==> src/rtl/gate_vector_cal.sv <==
// gate_vector_cal: one gate row at a time, y[r] = act(W[r].x + U[r].h + b[r]),
// evaluated with a single shared multiplier (one product per MAC cycle).
// Fixed-point, signed two's-complement, FRAC_BITS fractional bits.
module gate_vector_cal #(
  parameter int DATA_WIDTH     = 16,
  parameter int FRAC_BITS      = 8,
  parameter int INPUT_FEATURES = 3,
  parameter int GRU_UNITS      = 7,
  parameter int N_OUT          = 2
) (
  input  logic                                       clk,
  input  logic                                       rst,
  input  logic                                       start,
  input  logic [1:0]                                 act_mode,
  input  logic [INPUT_FEATURES*DATA_WIDTH-1:0]       i_input_vector_flat,
  input  logic [GRU_UNITS*DATA_WIDTH-1:0]            i_hidden_vector_flat,
  input  logic [N_OUT*INPUT_FEATURES*DATA_WIDTH-1:0] i_W_weights_flat,
  input  logic [N_OUT*GRU_UNITS*DATA_WIDTH-1:0]      i_U_weights_flat,
  input  logic [N_OUT*DATA_WIDTH-1:0]                i_bias_flat,
  output logic                                       busy,
  output logic                                       done,
  output logic                                       sat_flag,
  output logic [N_OUT*DATA_WIDTH-1:0]                gate_result_flat
);
  localparam int DW     = DATA_WIDTH;
  localparam int K      = INPUT_FEATURES + GRU_UNITS;
  localparam int PROD_W = 2 * DW;
  localparam int ACC_W  = 2 * DW + $clog2(K + 1);
  localparam int IDX_W  = $clog2(K + 1);
  localparam int ROW_W  = (N_OUT > 1) ? $clog2(N_OUT) : 1;

  localparam logic signed [ACC_W-1:0] S_MAX = {{(ACC_W-DW+1){1'b0}}, {(DW-1){1'b1}}};
  localparam logic signed [ACC_W-1:0] S_MIN = {{(ACC_W-DW+1){1'b1}}, {(DW-1){1'b0}}};
  localparam logic signed [DW+1:0]    ONE   = {{(DW+1-FRAC_BITS){1'b0}}, 1'b1, {FRAC_BITS{1'b0}}};
  localparam logic signed [DW+1:0]    HALF  = ONE >>> 1;
  localparam logic signed [DW+1:0]    NONE  = -ONE;

  typedef enum logic [1:0] {IDLE, MAC, ACT, DONE} state_t;

  state_t                       state_q;
  logic [K-1:0][DW-1:0]         vec_q;     // snapshot {h, x}, x element 0 at index 0
  logic [1:0]                   mode_q;
  logic signed [ACC_W-1:0]      acc_q, acc_d;
  logic [IDX_W-1:0]             idx_q;
  logic [ROW_W-1:0]             row_q;
  logic                         busy_q, done_q, sat_q;
  logic [N_OUT-1:0][DW-1:0]     res_q;

  // Weight row for the current gate: W[row] then U[row], aligned with vec_q.
  logic [K-1:0][DW-1:0]         wrow;
  for (genvar k = 0; k < K; k++) begin : g_wrow
    if (k < INPUT_FEATURES) begin : g_w
      assign wrow[k] = i_W_weights_flat[(int'(row_q)*INPUT_FEATURES + k)*DW +: DW];
    end else begin : g_u
      assign wrow[k] = i_U_weights_flat[(int'(row_q)*GRU_UNITS + (k-INPUT_FEATURES))*DW +: DW];
    end
  end

  logic signed [DW-1:0]     a_op, b_op, bias_row, s_val, act_val;
  logic signed [PROD_W-1:0] prod;
  logic signed [ACC_W-1:0]  shifted;
  logic signed [DW+1:0]     s_w, sig, act;
  logic                     clip;

  assign a_op     = vec_q[idx_q];
  assign b_op     = wrow[idx_q];
  assign prod     = a_op * b_op;
  assign bias_row = i_bias_flat[int'(row_q)*DW +: DW];

  // Next accumulator: the first product of each row starts from the scaled bias.
  always_comb begin
    acc_d = ((idx_q == '0) ? {{(ACC_W-DW-FRAC_BITS){bias_row[DW-1]}}, bias_row, {FRAC_BITS{1'b0}}}
                           : acc_q)
          + {{(ACC_W-PROD_W){prod[PROD_W-1]}}, prod};
  end

  // Rescale, saturate to a data word, then apply the selected activation.
  always_comb begin
    shifted = acc_q >>> FRAC_BITS;
    clip    = 1'b0;
    if (shifted > S_MAX) begin
      s_val = {1'b0, {(DW-1){1'b1}}};
      clip  = 1'b1;
    end else if (shifted < S_MIN) begin
      s_val = {1'b1, {(DW-1){1'b0}}};
      clip  = 1'b1;
    end else begin
      s_val = shifted[DW-1:0];
    end
    s_w = {{2{s_val[DW-1]}}, s_val};
    sig = (s_w >>> 2) + HALF;
    case (mode_q)
      2'd0:    act = sig[DW+1] ? '0 : (sig > ONE) ? ONE : sig;
      2'd1:    act = (s_w > ONE) ? ONE : (s_w < NONE) ? NONE : s_w;
      2'd2:    act = s_w;
      default: act = s_w[DW+1] ? '0 : s_w;
    endcase
    act_val = act[DW-1:0];
  end

  // Control FSM plus datapath registers; reset overrides any run in flight.
  always_ff @(posedge clk) begin
    if (rst) begin
      state_q <= IDLE;
      vec_q   <= '0;
      mode_q  <= '0;
      acc_q   <= '0;
      idx_q   <= '0;
      row_q   <= '0;
      busy_q  <= 1'b0;
      done_q  <= 1'b0;
      sat_q   <= 1'b0;
      res_q   <= '0;
    end else begin
      case (state_q)
        IDLE: if (start) begin
          vec_q   <= {i_hidden_vector_flat, i_input_vector_flat};
          mode_q  <= act_mode;
          sat_q   <= 1'b0;
          busy_q  <= 1'b1;
          acc_q   <= '0;
          idx_q   <= '0;
          row_q   <= '0;
          state_q <= MAC;
        end
        MAC: begin
          acc_q <= acc_d;
          if (idx_q == IDX_W'(K-1)) begin
            idx_q   <= '0;
            state_q <= ACT;
          end else begin
            idx_q <= idx_q + 1'b1;
          end
        end
        ACT: begin
          res_q[row_q] <= act_val;
          if (clip) sat_q <= 1'b1;
          if (row_q == ROW_W'(N_OUT-1)) begin
            state_q <= DONE;
          end else begin
            row_q   <= row_q + 1'b1;
            state_q <= MAC;
          end
        end
        default: begin  // DONE: one cycle to raise done, then wait for start low
          if (!done_q) begin
            done_q <= 1'b1;
            busy_q <= 1'b0;
          end else if (!start) begin
            done_q  <= 1'b0;
            state_q <= IDLE;
          end
        end
      endcase
    end
  end

  assign busy             = busy_q;
  assign done             = done_q;
  assign sat_flag         = sat_q;
  assign gate_result_flat = res_q;
endmodule

==> config.mk <==
export PLATFORM = sky130hd
export DESIGN_NAME = gate_vector_cal
export DESIGN_NICKNAME = d
export VERILOG_FILES = /design/src/rtl/gate_vector_cal.sv
export SDC_FILE = /design/constraint.sdc
export NUM_CORES = 2
export LEC_CHECK = 0
export ABC_CLOCK_PERIOD_IN_PS = 11200
export BUFFER_PORTS_ARGS = -buffer_cell sky130_fd_sc_hd__buf_2
export CAP_MARGIN = 30
export CORE_ASPECT_RATIO = 0.6
export CORE_UTILIZATION = 23
export CTS_BUF_LIST = sky130_fd_sc_hd__clkbuf_2 sky130_fd_sc_hd__clkbuf_4 sky130_fd_sc_hd__clkbuf_8
export DETAILED_ROUTE_END_ITERATION = 7
export GPL_ROUTABILITY_DRIVEN = 0
export SETUP_SLACK_MARGIN = 0.05
export SLEW_MARGIN = 0
export SYNTH_ARGS = -nofsm -noshare
export SYNTH_HDL_FRONTEND = slang
export SYNTH_SLANG_ARGS = --single-unit
export TNS_END_PERCENT = 10
==> constraint.sdc <==
create_clock -name clk -period 11.2 [get_ports clk]
set_clock_uncertainty 0.1 [all_clocks]
set_input_delay 1.68 -clock clk [delete_from_list [all_inputs] [get_ports clk]]
set_output_delay 1.68 -clock clk [all_outputs]
set_load 0.03 [all_outputs]
==> flow_results.org <==
** Floorplanning
- The total area inside the core boundary comes to 105600 µm².
- Overall die area :: 108300 µm²
- From left edge to right edge, the die measures 424.3 µm.
- The floorplan step set the die height to 255.4 µm.
- 552 I/O pins were placed.
- Initial Util :: 23.31%
- Row Count :: 92

** Detailed routing
- After detailed routing, no signal wire sits above met5.
- Summed over all nets, wire length on met2 after detailed routing comes to 39550 µm.
- For this run, design rule violations remaining after detail routing come to 0.
- Antenna-violating nets left :: 0
- Met1 WL :: 44190 µm
- Wire length on met3 :: 9736 µm
- TritonRoute pass-1 iters :: 7
- Summing over every cut layer, the via total after detailed routing is 22795.
- Drt first-iter violations :: 2122
- Dividing the detail-routed via count by the number of cells gives 4.751.
- Average wire per standard cell :: 19.82 µm
- Wires add up to 95100 µm.

** Layout
- Final nets :: 4260
- Most common cell after layout, fill and taps aside :: buf_2
- Area added between synthesis and finish :: 23.30%
- Top library cells by usage in the layout, fill and taps aside :: buf_2 (550), nand2_1 (467), inv_1 (356)
- Ratio of cells with drive above 1 in the final layout :: 25.60%
- End-of-flow core utilization :: 28.74%
- # fillers :: 11279

** Outcome
- Result of the run :: complete, no violations

** Clock network
- Clock buffer count from CTS :: 39
- Clock Pin Slew Worst Setup and Hold Paths :: 0.06 ns
- Clk Latency, worst-skew pair :: 0.59 ns
- TritonCTS built the clock tree.
- Clock root buffer :: clkbuf_8
- Number of buffers on the longest clock path :: 3
- Post-CTS Hold Buffers :: 0
- In this run the number of H-tree levels came out at 2.
- The clock net in this run drives a total of 240 sinks.

** Logic synthesis
- EDFF count, synth :: 0
- Flop and latch count out of synthesis :: 240
- Sequential share of the synthesized area :: 19.53%
- Number of synthesis warnings :: 0
- Number of unique standard cell types used by synthesis :: 71
- Post-synthesis cell count :: 2827
- Ranking of synthesized cells by area :: fa_1 (21%), dfxtp_1 (20%), mux4_2 (10%)
- Area share of the leading cell type in the synthesized netlist :: 21.40%
- A synthesized cell averages 8.704 µm².
- Summing every instance area after synthesis gives 24600 µm².
- When the netlist entered floorplanning its net count stood at 3733.
- Primary flip-flop cell chosen by synthesis mapping :: dfxtp_1
- Largest area contributor in the synthesized netlist :: fa_1
- Async SR Flop Fraction :: 0%

** Worst setup path
- The worst setup path is of the primary input to flip-flop kind.
- Reg2Reg Launch Point :: idx_q[0]
- STA classifies the critical path endpoint as a flip-flop.
- CP max stage cell :: fa_1
- Register-to-register setup slack :: 0.75 ns
- CP dominant cell by count :: fa_1
- STA puts the critical path data required time at 11.57 ns.
- Endpoint of the lowest-slack register-to-register path :: acc_q[35]
- Crit path DAT :: 11.03 ns
- Critical Path Start Type :: primary input
- In this design, the stage delay of the slowest critical-path cell is 0.60 ns.
- Crit-path max FO :: 5
- For the worst flop-to-flop path, the logic depth is 33.

** Timing
- Peak clock frequency supported by timing :: 93.80 MHz
- Endpoints failing setup :: 0
- Final period util :: 95.18%
- At the pin with the least slew margin, the transition time is 1.032 ns.
- Hold is met by 0.3528 ns.
- RSZ-0062 raised after global routing :: false
- The routed design could run at a clock period as short as 10.66 ns.
- For the final routed database, the setup TNS stands at 0 ns.
- Headroom to the max-slew limit came out at 31.20%.
- Final setup slack of the worst path :: 0.5393 ns
- The number of pins with negative max-slew slack in the final report came to 0.
- The number of hold violations in the final report was 0.

** Global routing
- For this run, the total global-route usage over all layers was measured as 17.22%.
- First-pass GRT wire length :: 142300 µm
- The number of global-route vias before repair is 22253.
- The initial antenna violation count came to 20.
- Maximum number of pins on one net before global-route repair :: 92
- Summed over all layers, the global routing overflow is 0.

** Run
- Number of max-capacitance violations reported :: 0

** Placed design
- During placement, the flow inserted port buffers numbering 551.
- Before CTS, the worst setup slack after placement is 0.1328 ns.
- Detailed placement HPWL :: 77870 µm

** Worst hold path
- In this run the most critical hold path is launched from vec_q[79].
- Worst Hold Path EP :: vec_q[79]
- The worst hold path passes through 2 cells.
- The min-delay analysis places its worst path in the category flip-flop to flip-flop.
==> cells by family (layout without fill, tap and decap cells) <==
family                   after synthesis  after routing  share of synthesized area, %
AO/OA/AOI/OAI                        544            544                         13.79
flip-flops                           240            240                         19.53
other                                  0              5                             0
AND/OR/NAND/NOR                      871            871                         14.69
XOR/XNOR                              73             73                         2.599
adder cells (fa/ha/maj)              389            389                         27.81
buffers and inverters                520           1076                         8.065
multiplexers                         190            190                         13.53
==> metal layers <==
metal  track usage, %  up-vias
met5                0        -
li1                 -    10458
met1            25.74    11138
met2            24.95     1096
met4            3.089        8
met3            4.119       95
==> final cells by class <==
type / count / area, µm² / share of cell area, %
Clock inverter: 10 / 188.9 / 0.6228
Tap cell: 1410 / 1764 / 5.815
Inverter: 360 / 1351 / 4.454
Multi-Input combinational cell: 2067 / 17830 / 58.79
Sequential cell: 240 / 4817 / 15.88
Antenna cell: 5 / 12.51 / 0.04124
Timing Repair Buffer: 646 / 3605 / 11.88
Clock buffer: 60 / 763.2 / 2.516
==> worst max path at each step <==
stage | start | end | slack [ns] | cells past startpoint
after floorplan | i_U_weights_flat[127] | acc_q[35] | 0.61 | 33
after global placement | i_W_weights_flat[13] | acc_q[35] | 0.15 | 37
after detailed placement | i_W_weights_flat[13] | acc_q[35] | 0.13 | 37
after CTS | idx_q[0] | acc_q[35] | 0.71 | 37
after global routing | i_U_weights_flat[19] | acc_q[35] | 0.05 | 37
final | i_W_weights_flat[13] | acc_q[35] | 0.54 | 36
==> stage by stage <==
stage / area (µm²) / cells
3_3_place_gp: 29270 / 4717
6_report: 30340 / 4798
5_1_grt: 30330 / 4797
3_5_place_dp: 29340 / 4721
2_1_floorplan: 24600 / 2827
4_1_cts: 30300 / 4791
==> critical path: cells and delay by family <==
kind / cells / cell delay, ns
xor+xnor: 3 / 0.43
compound gates: 13 / 3.02
mux: 2 / 0.86
fa+ha+maj: 8 / 3.87
simple gates: 4 / 0.60
buf+inv: 6 / 0.56
==> cells in the mapped netlist (4+ instances only) <==
cell type  number
a31oi_1         9
buf_1          10
o22ai_1        25
a22o_1         13
a21oi_1       263
clkbuf_1      124
mux4_2        114
o2bb2ai_1       6
and2_1         16
buf_2          25
ha_1          126
nor2b_1        17
o21bai_1        5
xor2_1         14
nand2_1       468
and3_1          4
nor2_1        271
a31o_2          4
dfxtp_1       240
o21ai_1         4
a211oi_1       25
xnor2_1        59
nand3_1        15
o21ai_0        46
o22a_1         15
nand4_1        11
or2_2           9
nor4_1          5
fa_1          263
inv_1         356
o21a_1         36
a21o_1         31
nand2b_1       24
a22oi_1        23
nor3_1         14
mux2i_1        76
==> state kept, by name, indices dropped and copies added, names as in the netlist <==
name              flops
vec_q               160
acc_q                36
gate_result_flat     32
idx_q                 4
mode_q                2
state_q               2
busy                  1
done                  1
row_q                 1
sat_flag              1
==> what timing repair did <==
| item | in CTS | in global routing |
|---|---|---|
| endpoints found under the setup margin | 0 | 2 |
| resized for setup | 0 | 1 |
| buffers inserted | 0 | 1 |
Power is not shown: default switching activity piles up to over one toggle a cycle in this logic, so the estimate is an artifact.
